## src/rtl/avmm_pio_gen2_pkg.sv

```systemverilog
// Shared constants for the Avalon-MM PIO: register map, edge-type encodings
// and the bit layout of the read-only PARAM word.
package avmm_pio_gen2_pkg;

    localparam logic [2:0] ADDR_DATA     = 3'd0;
    localparam logic [2:0] ADDR_IRQ_MASK = 3'd1;
    localparam logic [2:0] ADDR_EDGE_CAP = 3'd2;
    localparam logic [2:0] ADDR_OUTSET   = 3'd3;
    localparam logic [2:0] ADDR_OUTCLR   = 3'd4;
    localparam logic [2:0] ADDR_PARAM    = 3'd5;

    typedef enum logic [1:0] {
        EDGE_RISE = 2'd0,
        EDGE_FALL = 2'd1,
        EDGE_ANY  = 2'd2
    } edge_type_e;

    // PARAM word: {DEBOUNCE_CYC[15:0], EDGE_TYPE[1:0], 8'b0, DATA_W[5:0]}
    localparam int PARAM_DEB_LSB   = 16;
    localparam int PARAM_DEB_W     = 16;
    localparam int PARAM_EDGE_LSB  = 14;
    localparam int PARAM_EDGE_W    = 2;
    localparam int PARAM_WIDTH_LSB = 0;
    localparam int PARAM_WIDTH_W   = 6;

    function automatic logic [31:0] param_word(input int deb_cyc, input int edge_type,
                                               input int width);
        logic [31:0] w;
        w = '0;
        w[PARAM_DEB_LSB   +: PARAM_DEB_W]   = deb_cyc[PARAM_DEB_W-1:0];
        w[PARAM_EDGE_LSB  +: PARAM_EDGE_W]  = edge_type[PARAM_EDGE_W-1:0];
        w[PARAM_WIDTH_LSB +: PARAM_WIDTH_W] = width[PARAM_WIDTH_W-1:0];
        return w;
    endfunction

endpackage

```

## src/rtl/avmm_pio_gen2_debounce.sv

```systemverilog
// One input bit: two-flop synchroniser followed by a stable-count debouncer.
// With DEBOUNCE_CYC=0 the synchroniser output is used directly.
module pio_debounce #(
    parameter int DEBOUNCE_CYC = 16
) (
    input  logic clk,
    input  logic rst_n,
    input  logic pin,
    output logic deb
);

    localparam int CNT_W = (DEBOUNCE_CYC > 1) ? $clog2(DEBOUNCE_CYC) : 1;

    logic sync_p0;
    logic sync_p1;

    // Metastability guard for the asynchronous pin
    always_ff @(posedge clk or negedge rst_n) begin
        if (!rst_n) begin
            sync_p0 <= 1'b0;
            sync_p1 <= 1'b0;
        end else begin
            sync_p0 <= pin;
            sync_p1 <= sync_p0;
        end
    end

    if (DEBOUNCE_CYC == 0) begin : g_bypass
        assign deb = sync_p1;
    end else begin : g_filter
        localparam logic [CNT_W-1:0] CNT_LAST = CNT_W'(DEBOUNCE_CYC - 1);

        logic [CNT_W-1:0] cnt;
        logic             deb_p2;

        // Accept the synchronised value only after it has differed for DEBOUNCE_CYC cycles
        always_ff @(posedge clk or negedge rst_n) begin
            if (!rst_n) begin
                cnt    <= '0;
                deb_p2 <= 1'b0;
            end else if (sync_p1 == deb_p2) begin
                cnt <= '0;
            end else if (cnt == CNT_LAST) begin
                cnt    <= '0;
                deb_p2 <= sync_p1;
            end else begin
                cnt <= cnt + 1'b1;
            end
        end

        assign deb = deb_p2;
    end

endmodule

```

## src/rtl/avmm_pio_gen2.sv

```systemverilog
// Avalon-MM PIO: debounced inputs with edge capture and level interrupt,
// plus an output register with set/clear aliases. Fixed 1-cycle read latency.
module avmm_pio_gen2
    import avmm_pio_gen2_pkg::*;
#(
    parameter int                DATA_W       = 10,
    parameter int                DEBOUNCE_CYC = 16,
    parameter int                EDGE_TYPE    = 0,
    parameter logic [DATA_W-1:0] OUT_RESET    = '0
) (
    input  logic              clk_clk,
    input  logic              reset_reset_n,
    input  logic [2:0]        avs_address,
    input  logic              avs_read,
    input  logic              avs_write,
    input  logic [31:0]       avs_writedata,
    output logic [31:0]       avs_readdata,
    output logic              avs_readdatavalid,
    input  logic [DATA_W-1:0] in_export,
    output logic [DATA_W-1:0] out_export,
    output logic              irq
);

    logic [DATA_W-1:0] deb_p2;
    logic [DATA_W-1:0] deb_prev_p3;
    logic [DATA_W-1:0] edge_hit;
    logic [DATA_W-1:0] edge_cap;
    logic [DATA_W-1:0] irq_mask;
    logic [DATA_W-1:0] out_reg;
    logic [DATA_W-1:0] wdata;
    logic [31:0]       rd_word;
    logic              wr_data;
    logic              wr_mask;
    logic              wr_w1c;
    logic              wr_set;
    logic              wr_clr;
    logic              rd_go;

    assign wdata = avs_writedata[DATA_W-1:0];

    if (DATA_W < 32) begin : g_wdata_hi
        logic unused_wdata_hi;
        assign unused_wdata_hi = ^avs_writedata[31:DATA_W];
    end

    assign wr_data = avs_write && (avs_address == ADDR_DATA);
    assign wr_mask = avs_write && (avs_address == ADDR_IRQ_MASK);
    assign wr_w1c  = avs_write && (avs_address == ADDR_EDGE_CAP);
    assign wr_set  = avs_write && (avs_address == ADDR_OUTSET);
    assign wr_clr  = avs_write && (avs_address == ADDR_OUTCLR);
    // A read that collides with a write is dropped so the bus sees only the write
    assign rd_go   = avs_read && !avs_write;

    for (genvar i = 0; i < DATA_W; i++) begin : g_bit
        pio_debounce #(
            .DEBOUNCE_CYC(DEBOUNCE_CYC)
        ) u_debounce (
            .clk  (clk_clk),
            .rst_n(reset_reset_n),
            .pin  (in_export[i]),
            .deb  (deb_p2[i])
        );
    end

    // Edge detector on the debounced inputs, selected by EDGE_TYPE
    always_comb begin
        edge_hit = deb_p2 & ~deb_prev_p3;
        if (EDGE_TYPE == int'(EDGE_FALL)) begin
            edge_hit = ~deb_p2 & deb_prev_p3;
        end else if (EDGE_TYPE == int'(EDGE_ANY)) begin
            edge_hit = deb_p2 ^ deb_prev_p3;
        end
    end

    // Register read multiplexer; unused addresses and upper bits read as zero
    always_comb begin
        rd_word = '0;
        case (avs_address)
            ADDR_DATA:     rd_word[DATA_W-1:0] = deb_p2;
            ADDR_IRQ_MASK: rd_word[DATA_W-1:0] = irq_mask;
            ADDR_EDGE_CAP: rd_word[DATA_W-1:0] = edge_cap;
            ADDR_PARAM:    rd_word = param_word(DEBOUNCE_CYC, EDGE_TYPE, DATA_W);
            default:       rd_word = '0;
        endcase
    end

    // Edge capture (new edge wins over a same-cycle clear), mask and interrupt
    always_ff @(posedge clk_clk or negedge reset_reset_n) begin
        if (!reset_reset_n) begin
            deb_prev_p3 <= '0;
            edge_cap    <= '0;
            irq_mask    <= '0;
            irq         <= 1'b0;
        end else begin
            deb_prev_p3 <= deb_p2;
            edge_cap    <= (edge_cap & ~({DATA_W{wr_w1c}} & wdata)) | edge_hit;
            if (wr_mask) begin
                irq_mask <= wdata;
            end
            irq <= |(edge_cap & irq_mask);
        end
    end

    // Output register with direct load, set-alias and clear-alias
    always_ff @(posedge clk_clk or negedge reset_reset_n) begin
        if (!reset_reset_n) begin
            out_reg <= OUT_RESET;
        end else if (wr_data) begin
            out_reg <= wdata;
        end else if (wr_set) begin
            out_reg <= out_reg | wdata;
        end else if (wr_clr) begin
            out_reg <= out_reg & ~wdata;
        end
    end

    assign out_export = out_reg;

    // Read response, one cycle after the accepted read strobe
    always_ff @(posedge clk_clk or negedge reset_reset_n) begin
        if (!reset_reset_n) begin
            avs_readdata      <= '0;
            avs_readdatavalid <= 1'b0;
        end else begin
            avs_readdatavalid <= rd_go;
            if (rd_go) begin
                avs_readdata <= rd_word;
            end
        end
    end

endmodule

```

## config.mk

```make
export PLATFORM = sky130hd
export DESIGN_NAME = avmm_pio_gen2
export DESIGN_NICKNAME = d
export VERILOG_FILES = /design/src/rtl/avmm_pio_gen2_pkg.sv /design/src/rtl/avmm_pio_gen2_debounce.sv /design/src/rtl/avmm_pio_gen2.sv
export SDC_FILE = /design/constraint.sdc
export NUM_CORES = 1
export LEC_CHECK = 0
export CAP_MARGIN = 20
export CORE_ASPECT_RATIO = 0.9
export CORE_MARGIN = 2
export CORE_UTILIZATION = 45
export DETAILED_ROUTE_END_ITERATION = 12
export PLACE_DENSITY = 0.73
export SYNTH_ARGS = -nofsm -noshare
export SYNTH_HDL_FRONTEND = slang
export SYNTH_HIERARCHICAL = 1
export SYNTH_SLANG_ARGS = --single-unit
```

## constraint.sdc

```tcl
create_clock -name clk_clk -period 1.1 [get_ports clk_clk]
set_input_delay 0.22 -clock clk_clk [delete_from_list [all_inputs] [get_ports clk_clk]]
set_output_delay 0.22 -clock clk_clk [all_outputs]
set_load 0.01 [all_outputs]
```

; Word-level counts from Yosys, hierarchy flattened
; Index checks and enable logic that the tools add are counted.
[totals]
register_bits = 144
in_bits = 49
output_inout_bits = 44
[op_classes]
add_sub_neg = 10
n_eq_ne = 25
muxes = 25
bitwise_logic = 20
reduce_logical = 20
[op_table]
columns = operator, n
row1 = $mux W4, 20
row2 = $and A10 B10 Y10, 5
row3 = $add A4 B1 Y4 const B, 10
row4 = $eq A4 B4 Y1 const B, 10
row5 = $pmux W10 S4, 1
row6 = $mux W10, 3
row7 = $not A10 Y10, 3
row8 = $or A10 B10 Y10, 2
row9 = $reduce_and A2 Y1, 10
row10 = $mux W11, 1
row11 = $eq A1 B1 Y1, 10
row12 = $not A1 Y1, 10
row13 = $reduce_or A10 Y1, 1
row14 = $eq A3 B2 Y1 const B, 2
row15 = $eq A3 B3 Y1 const B, 2
row16 = $logic_and A1 B1 Y1, 6
row17 = $eq A3 B1 Y1 const B, 1
row18 = $logic_not A3 Y1, 1
row19 = $reduce_bool A3 Y1, 1
row20 = $logic_not A1 Y1, 1

; Depth between registers and ports, before layout
; Gate-level depths: netlist (run 1).
[logic_depth]
depth_word = 6
mapped_depth = 5

; Cells and area by module
; The synthesis (run 1) kept the hierarchy.
[by_module_without_submodules]
columns = module, n_inst, cells_each, area_per_inst_um2
row1 = pio_debounce, 10, 20, 280.3
row2 = avmm_pio_gen2, 1, 199, 2403.6

; Worst setup path before layout (run 1)
; Ideal clock, no wire load.
[synth_path]
path_type = input-to-reg
start = input port avs_address[2]
end = register irq_mask[0]
arrival_time_ps = 1182
t_required_ps = 972
path_slack_ps = -210
stages = 5
n_path_buf = 2
path_cell_list = clkbuf_1 > inv_2 > and3_1 > buf_4 > mux2_1
[synth_between]
elab_chain_cells = 2
[synth_lines]
columns = item, line
row1 = from (decl), avmm_pio_gen2.sv:13  ; input logic [2:0] avs_address,
row2 = $eq A3 B1 Y1, avmm_pio_gen2.sv:47  ; assign wr_mask = avs_write && (avs_address == ADDR_IRQ_MASK);
row3 = $logic_and A1 B1 Y1, avmm_pio_gen2.sv:47
row4 = to (signal assigned), avmm_pio_gen2.sv:98  ; irq_mask <= wdata;
row5 = to (decl), avmm_pio_gen2.sv:28  ; logic [DATA_W-1:0] irq_mask;
; Every way passes these cells.
; A chain may end at the register's enable or synchronous reset.

; Worst setup path in the final report (run 1)
[layout_path]
start = register avs_readdata[9]
end = output port avs_readdata[9]
[layout_rtl]
columns = item, line
row1 = from (decl), avmm_pio_gen2.sv:17  ; output logic [31:0] avs_readdata,
row2 = from (signal assigned), avmm_pio_gen2.sv:127  ; avs_readdata <= rd_word;
; No word-level cell between the ends.

==> impl_metrics.toml, run 1 <==
[floorplanning]
rows = 37
die_w_um = 117
die-area_sq_mm = 0.0124
die_height_um = 106
num_io_pins = 93
starting_density_of_the_core = 0.459
fp.coreArea_sq_mm = 0.0113

[logic_synthesis]
post_synth_instance_area_sq_mm = 0.00521
yosysSeqAreaShare = 0.591
avgSynthCellArea_sq_um = 13.0
postSynthRegisterBits = 123
synth_ff_type = "dfrtp_1"
asyncSetResetFlopFracSynth = 1.00
number_of_enable_type_register_cells_in_the_synthesized_netlist = 0
ys.warnings.count = 6
synth.lib_cells_used.distinct = 37
cells_after_synthesis = 399

[flow_run]
cap_viol_max_count = 0

[detailed_routing]
dr_drc_count = 0
drt-total-wl_um = 11500
drtIter0Drc = 224
viasPerCell = 5.07
detail-route-antenna-nets = 0
vias = 3542
first_pass_iters = 4
wire_per_inst_um = 16.5

[critical_path]
critPathSlowestCell = "dfrtp_1"
worstSetupStartpointType = "register"
cp_max_fo = 2
slowest_delay_ns = 0.41
critical_path_sink_type = "primary output"
setup_cp_type = "reg -> out"
cp.required_ns = 0.88
worstPathCellList = "buf_2"
crit_buf_inv = 1
critical-path-top-delay-family = "flip-flops"
arrival_ns = 0.97

[grt]
grt_first_pass_wirelength_um = 18900
number_of_antenna_violations_at_the_first_check_in_global_routing = 0
grtUsageTotal = 0.197
first_global_vias = 3734
grt_start_max_net_pins = 32
grt_overflow_total = 0

[cts]
cts_max_path_buffers = 2
cts_inserted_buffers = 17
cts_htree_levels = 4
path_clk_slew_ns = 0.06
cts_tree = "yes"
clkLatencyLatePin_ns = 0.41
root_buffer = "clkbuf_16"
clock_sinks = 123

[cells_and_area]
num-nets-final = 588
filler_cell_count = 829
syn_to_final_growth_pct = 38.6
finish.cell_count_without_fillers = 698
layout-drive-gt1-share = 0.369
antenna_cells = 0

[placed_design]
gpl.final_weighted_congestion = 0.793
numPlacedInstances = 637
io_buffer_count = 49
final_hpwl_dp_um = 7460

[sta]
clock.fmax_ghz = 0.841
post-route-min-period_ns = 1.19
rsz0062_at_grt = "yes"
period_share = 1.08
setup_viol_count_final = 24
fin_skew_ns = 0.00456
finalHoldViolCount = 0
timing_max_transition_violations_final = 0
finalWorstSetupSlack_ns = -0.0895

[run_status]
failed_checks = "negative setup slack"
outcome = "complete, but fails checks"

[pwr]
power_density_mw_per_mm2 = 1760
ir_drop_uv = 1490
power_leakage_nw = 3.29
power_after_layout_mw = 12.7

[min_path]
hold_path.class = "in -> reg"
==> cells by family (layout without fill, tap and decap cells) <==
group           after synthesis  after routing  share of synthesized area
xor+xnor                     20             20                     0.0336
compound gates               90             90                      0.120
buf+inv                      52            174                     0.0560
flops                       123            123                      0.591
fa+ha+maj                    10             10                     0.0240
mux                          28             28                     0.0658
other cells                   1             21                   0.000720
simple gates                 75             76                      0.109
==> per-layer routing <==
metal	global-route usage	routed length [um]	share of wire
met1	0.243	5000	0.43
met3	0.0472	534	0.046
met5	0	0	0
met4	0.0947	146	0.013
met2	0.329	5870	0.51
==> stage by stage <==
step | hold WS [ns] | TNS [ns] | cell area [sq um] | setup slack (ns) | utilization
floorplan | -0.0756 | -3.37 | 5370 | -0.132 | -
global placement | 0.159 | -24.65 | 6210 | -0.651 | 0.548
detailed placement | 0.162 | -26.31 | 6210 | -0.748 | 0.548
CTS | 0.227 | -1.76 | 6940 | -0.101 | 0.612
global route | 0.242 | -2.19 | 7220 | -0.126 | 0.636
finish | 0.246 | -1.20 | 7220 | -0.0895 | 0.636
==> synthesized netlist by cell type (10+ instances only) <==
library cell / count / area [sq um]
a21oi_1: 20 / 100
a22o_1: 29 / 254
buf_4: 23 / 173
dfrtp_1: 123 / 3080
ha_1: 10 / 125
inv_1: 21 / 78.8
mux2_1: 10 / 113
mux2_4: 10 / 150
nand2_1: 14 / 52.6
nand3_2: 10 / 100
nand4b_1: 10 / 87.6
nor2_1: 10 / 37.5
nor2b_1: 12 / 75.1
nor3b_2: 11 / 138
o21ai_0: 21 / 105
xnor2_1: 20 / 175
==> flip-flops by register name, summed over array words and instances (netlist names), named ones only <==
name                           flops
avs_readdata                      11
avs_readdatavalid                  1
deb_prev_p3                       10
edge_cap                          10
g_bit.u_debounce/deb              10
g_bit.u_debounce/g_filter.cnt     40
g_bit.u_debounce/sync_p0          10
g_bit.u_debounce/sync_p1          10
irq                                1
irq_mask                          10
==> repair_timing <==
item	CTS	global route
gates cloned	3	0
setup endpoints to repair	71	76
resized for setup	116	31
setup buffers	9	16
hold buffers	1	0
hold endpoints to repair	19	0
pin swaps	5	17
==> placed cells by master (no fill, tap or decap), types with 11 or more instances in the layout <==
cell             count
mux2_4              20
a22o_1              29
a21oi_1             19
buf_2               21
o21ai_0             19
xnor2_1             13
conb_1              21
clkdlybuf4s50_1     21
clkbuf_16           17
nor3b_2             11
buf_4               62
nand2_1             14
dfrtp_1            121
nor2b_1             12
inv_1               21
==> where the power goes <==
group / internal, mW / leakage [nW] / switching (mW)
sequential: 4.85 / 1.60 / 0.282
clock: 4.12 / 0.316 / 1.94
combinational: 0.852 / 1.37 / 0.660
==> area by class of cell <==
| type | count | area, sq um | share of cell area |
|---|---|---|---|
| clock buffer | 20 | 457 | 0.0633 |
| clock inverter | 12 | 194 | 0.0269 |
| inverter | 22 | 82.6 | 0.0114 |
| multi-input combinational | 245 | 2200 | 0.305 |
| sequential | 123 | 3080 | 0.427 |
| tap | 156 | 195 | 0.0270 |
| timing repair buffer | 120 | 1000 | 0.139 |
==> final timing paths <==
| path | startpoint | to | slack, ns | cells after the start |
|---|---|---|---|---|
| setup / recovery | avs_readdata[9] | avs_readdata[9] | -0.09 | 1 |
| hold / removal | in_export[1] | g_bit[1].u_debounce/sync_p0 | 0.25 | 1 |
| setup reg to reg | edge_cap[5] | irq | -0.03 | 3 |
| hold reg to reg | g_bit[6].u_debounce/sync_p0 | g_bit[6].u_debounce/sync_p1 | 0.35 | 0 |
| max in group asynchronous | reset_reset_n | avs_readdatavalid | 0.34 | 3 |
| min in group asynchronous | reset_reset_n | g_bit[9].u_debounce/g_filter.cnt[2] | 0.26 | 2 |
(Power assumes the default switching activity.)
==> inputs of run 2 (changes only) <==
==> constraint.sdc (replaced) <==
create_clock -name clk_clk -period 1.1 [get_ports clk_clk]
set_input_delay 0.165 -clock clk_clk [delete_from_list [all_inputs] [get_ports clk_clk]]
set_output_delay 0.165 -clock clk_clk [all_outputs]
set_load 0.01 [all_outputs]
==> impl_metrics.toml, run 2 (synthesis gave the netlist of run 1 again) <==
[run_status]
outcome = "complete, but fails checks"
failed_checks = "negative setup slack"

[cells_and_area]
finalInstanceArea_sq_mm = 0.00708
registers.top_by_ff_count = "g_bit.u_debounce/g_filter.cnt"
largest_register_ffs = 40
antenna_cells = 0
num-nets-final = 573
syn_to_final_growth_pct = 36.1
finish.cell_count_without_fillers = 682
layout-drive-gt1-share = 0.361
filler_cell_count = 842
multiInputGateArea_sq_mm = 0.00227
final_cell_mix = "119 x dfrtp_1, 51 x buf_4, 29 x a22o_1"
utilization = 0.625
layout.area.seq_sq_mm = 0.00308
top_regs = "g_bit.u_debounce/g_filter.cnt (40), avs_readdata (11)"
layout.cells.most_common = "dfrtp_1"

[critical_path]
r2r-start = "irq_mask[5]"
setup_cp_type = "reg -> out"
crit_start = "avs_readdata[9]"
cp.required_ns = 0.94
critPathSlowestCell = "dfrtp_1"
r2r_end = "irq"
critical-path-top-delay-family = "flip-flops"
reg2reg_setup_slack_ns = -0.01
cp_max_fo = 2
worstSetupStartpointType = "register"
reg2reg_depth = 3
timing.critical_path.depth = 1
slowest_delay_ns = 0.41
worstPathCellList = "buf_2"
crit_buf_inv = 1
arrival_ns = 0.97
critical_path_sink_type = "primary output"
crit_end = "avs_readdata[9]"

[grt]
grt_overflow_total = 0
grt_first_pass_wirelength_um = 18400
first_global_vias = 3700
grt_start_max_net_pins = 36
grtUsageTotal = 0.190
number_of_antenna_violations_at_the_first_check_in_global_routing = 0

[pwr]
p_switching_mw = 2.94
power_density_mw_per_mm2 = 1720
power.sequential.fraction = 0.422
internal-power_mw = 9.22
power_leakage_nw = 3.17
netSwitchingFraction = 0.242
power_after_layout_mw = 12.2
share_clk_of_total_power = 0.464
ir_drop_uv = 901
comb_power_share = 0.113

[placed_design]
io_buffer_count = 49
final_hpwl_dp_um = 7260
gpl.final_weighted_congestion = 0.804
placed_cell_area_sq_mm = 0.00616
numPlacedInstances = 630
post-place-ws_ns = -0.623

[cts]
path_clk_slew_ns = 0.06
clock_sinks = 123
cts_tree = "yes"
cts_max_path_buffers = 2
cts_inserted_buffers = 17
root_buffer = "clkbuf_16"
clkLatencyLatePin_ns = 0.41
cts_htree_levels = 4

[flow_run]
cap_viol_max_count = 0

[min_path]
hold_path.class = "in -> reg"

[sta]
fin_skew_ns = 0.00853
period_share = 1.03
timing_max_transition_violations_final = 0
rsz0062_at_grt = "yes"
finalHoldViolCount = 0
clock.fmax_ghz = 0.885
setup_viol_count_final = 9
hold_ws_ns = 0.192
post-route-min-period_ns = 1.13
finalSetupTns_ns = -0.139
finalWorstSetupSlack_ns = -0.0303

[detailed_routing]
drtIter0Drc = 222
detail-route-antenna-nets = 0
wire_per_inst_um = 16.9
first_pass_iters = 7
drt-total-wl_um = 11500
vias = 3535
viasPerCell = 5.18
dr_drc_count = 0

[floorplanning]
rows = 37
fp.coreArea_sq_mm = 0.0113
num_io_pins = 93
die_height_um = 106
die_w_um = 117
die-area_sq_mm = 0.0124
starting_density_of_the_core = 0.459
==> run 2: changes by cell type in the layout (fill, tap and decap cells not counted), sizes merged <==
| cell | before | now |
|---|---|---|
| buf | 96 | 79 |
| inv | 22 | 23 |
| bufinv | 5 | 3 |
| clkinvlp | 2 | 6 |
| clkinv | 5 | 3 |
| dlygate4sd2 | 0 | 2 |
| clkbuf | 21 | 20 |
| clkdlybuf4s15 | 1 | 0 |
==> run 2: how the worst min path moves through the flow <==
stage                             endpoint     startpoint  depth (start not counted)
3_5_place_dp   g_bit[4].u_debounce/sync_p0  reset_reset_n                          1
6_report       g_bit[3].u_debounce/sync_p0   in_export[3]                          1
3_3_place_gp   g_bit[4].u_debounce/sync_p0  reset_reset_n                          1
2_1_floorplan                    async pin  reset_reset_n                          0
4_1_cts        g_bit[3].u_debounce/sync_p0   in_export[3]                          1
5_1_grt        g_bit[7].u_debounce/sync_p0   in_export[7]                          1
==> run 2: worst register-to-register path, stage by stage (launching register included) <==
cell	delay (ns)
dfrtp_1	0.38
a22o_1	0.24
a221oi_2	0.21
nand4_1	0.14
==> run 2: repair_timing <==
action,in CTS,in global routing
gates resized for setup,110,34
endpoints found under the setup margin,71,81
hold buffers,1,0
cloned,2,0
endpoints found under the hold margin,21,0
buffers inserted,7,11
pin swaps,2,13
==> run 2: layout make-up <==
cell class                 count  area share
inverter                      22      0.0117
clock inverter                13      0.0240
tap                          156      0.0276
clock buffer                  18      0.0620
multi-input combinational    245       0.320
sequential                   123       0.435
timing repair buffer         105       0.119
==> run 2: power by group through the flow <==
stage          combinational (mW)  clock [mW]  sequential [mW]
5_1_grt                      1.50        5.94             5.17
2_1_floorplan               0.636           0             5.17
3_3_place_gp                 1.26           0             5.16
6_report                     1.38        5.65             5.14
3_5_place_dp                 1.30           0             5.18
4_1_cts                      1.29        5.71             5.11
==> run 2: routing by layer <==
metal	up-vias	global-route usage	share of wire
li1	1613	-	-
met1	1820	0.245	0.44
met2	93	0.319	0.50
met3	9	0.0494	0.047
met4	0	0.0551	0.010
met5	-	0	0
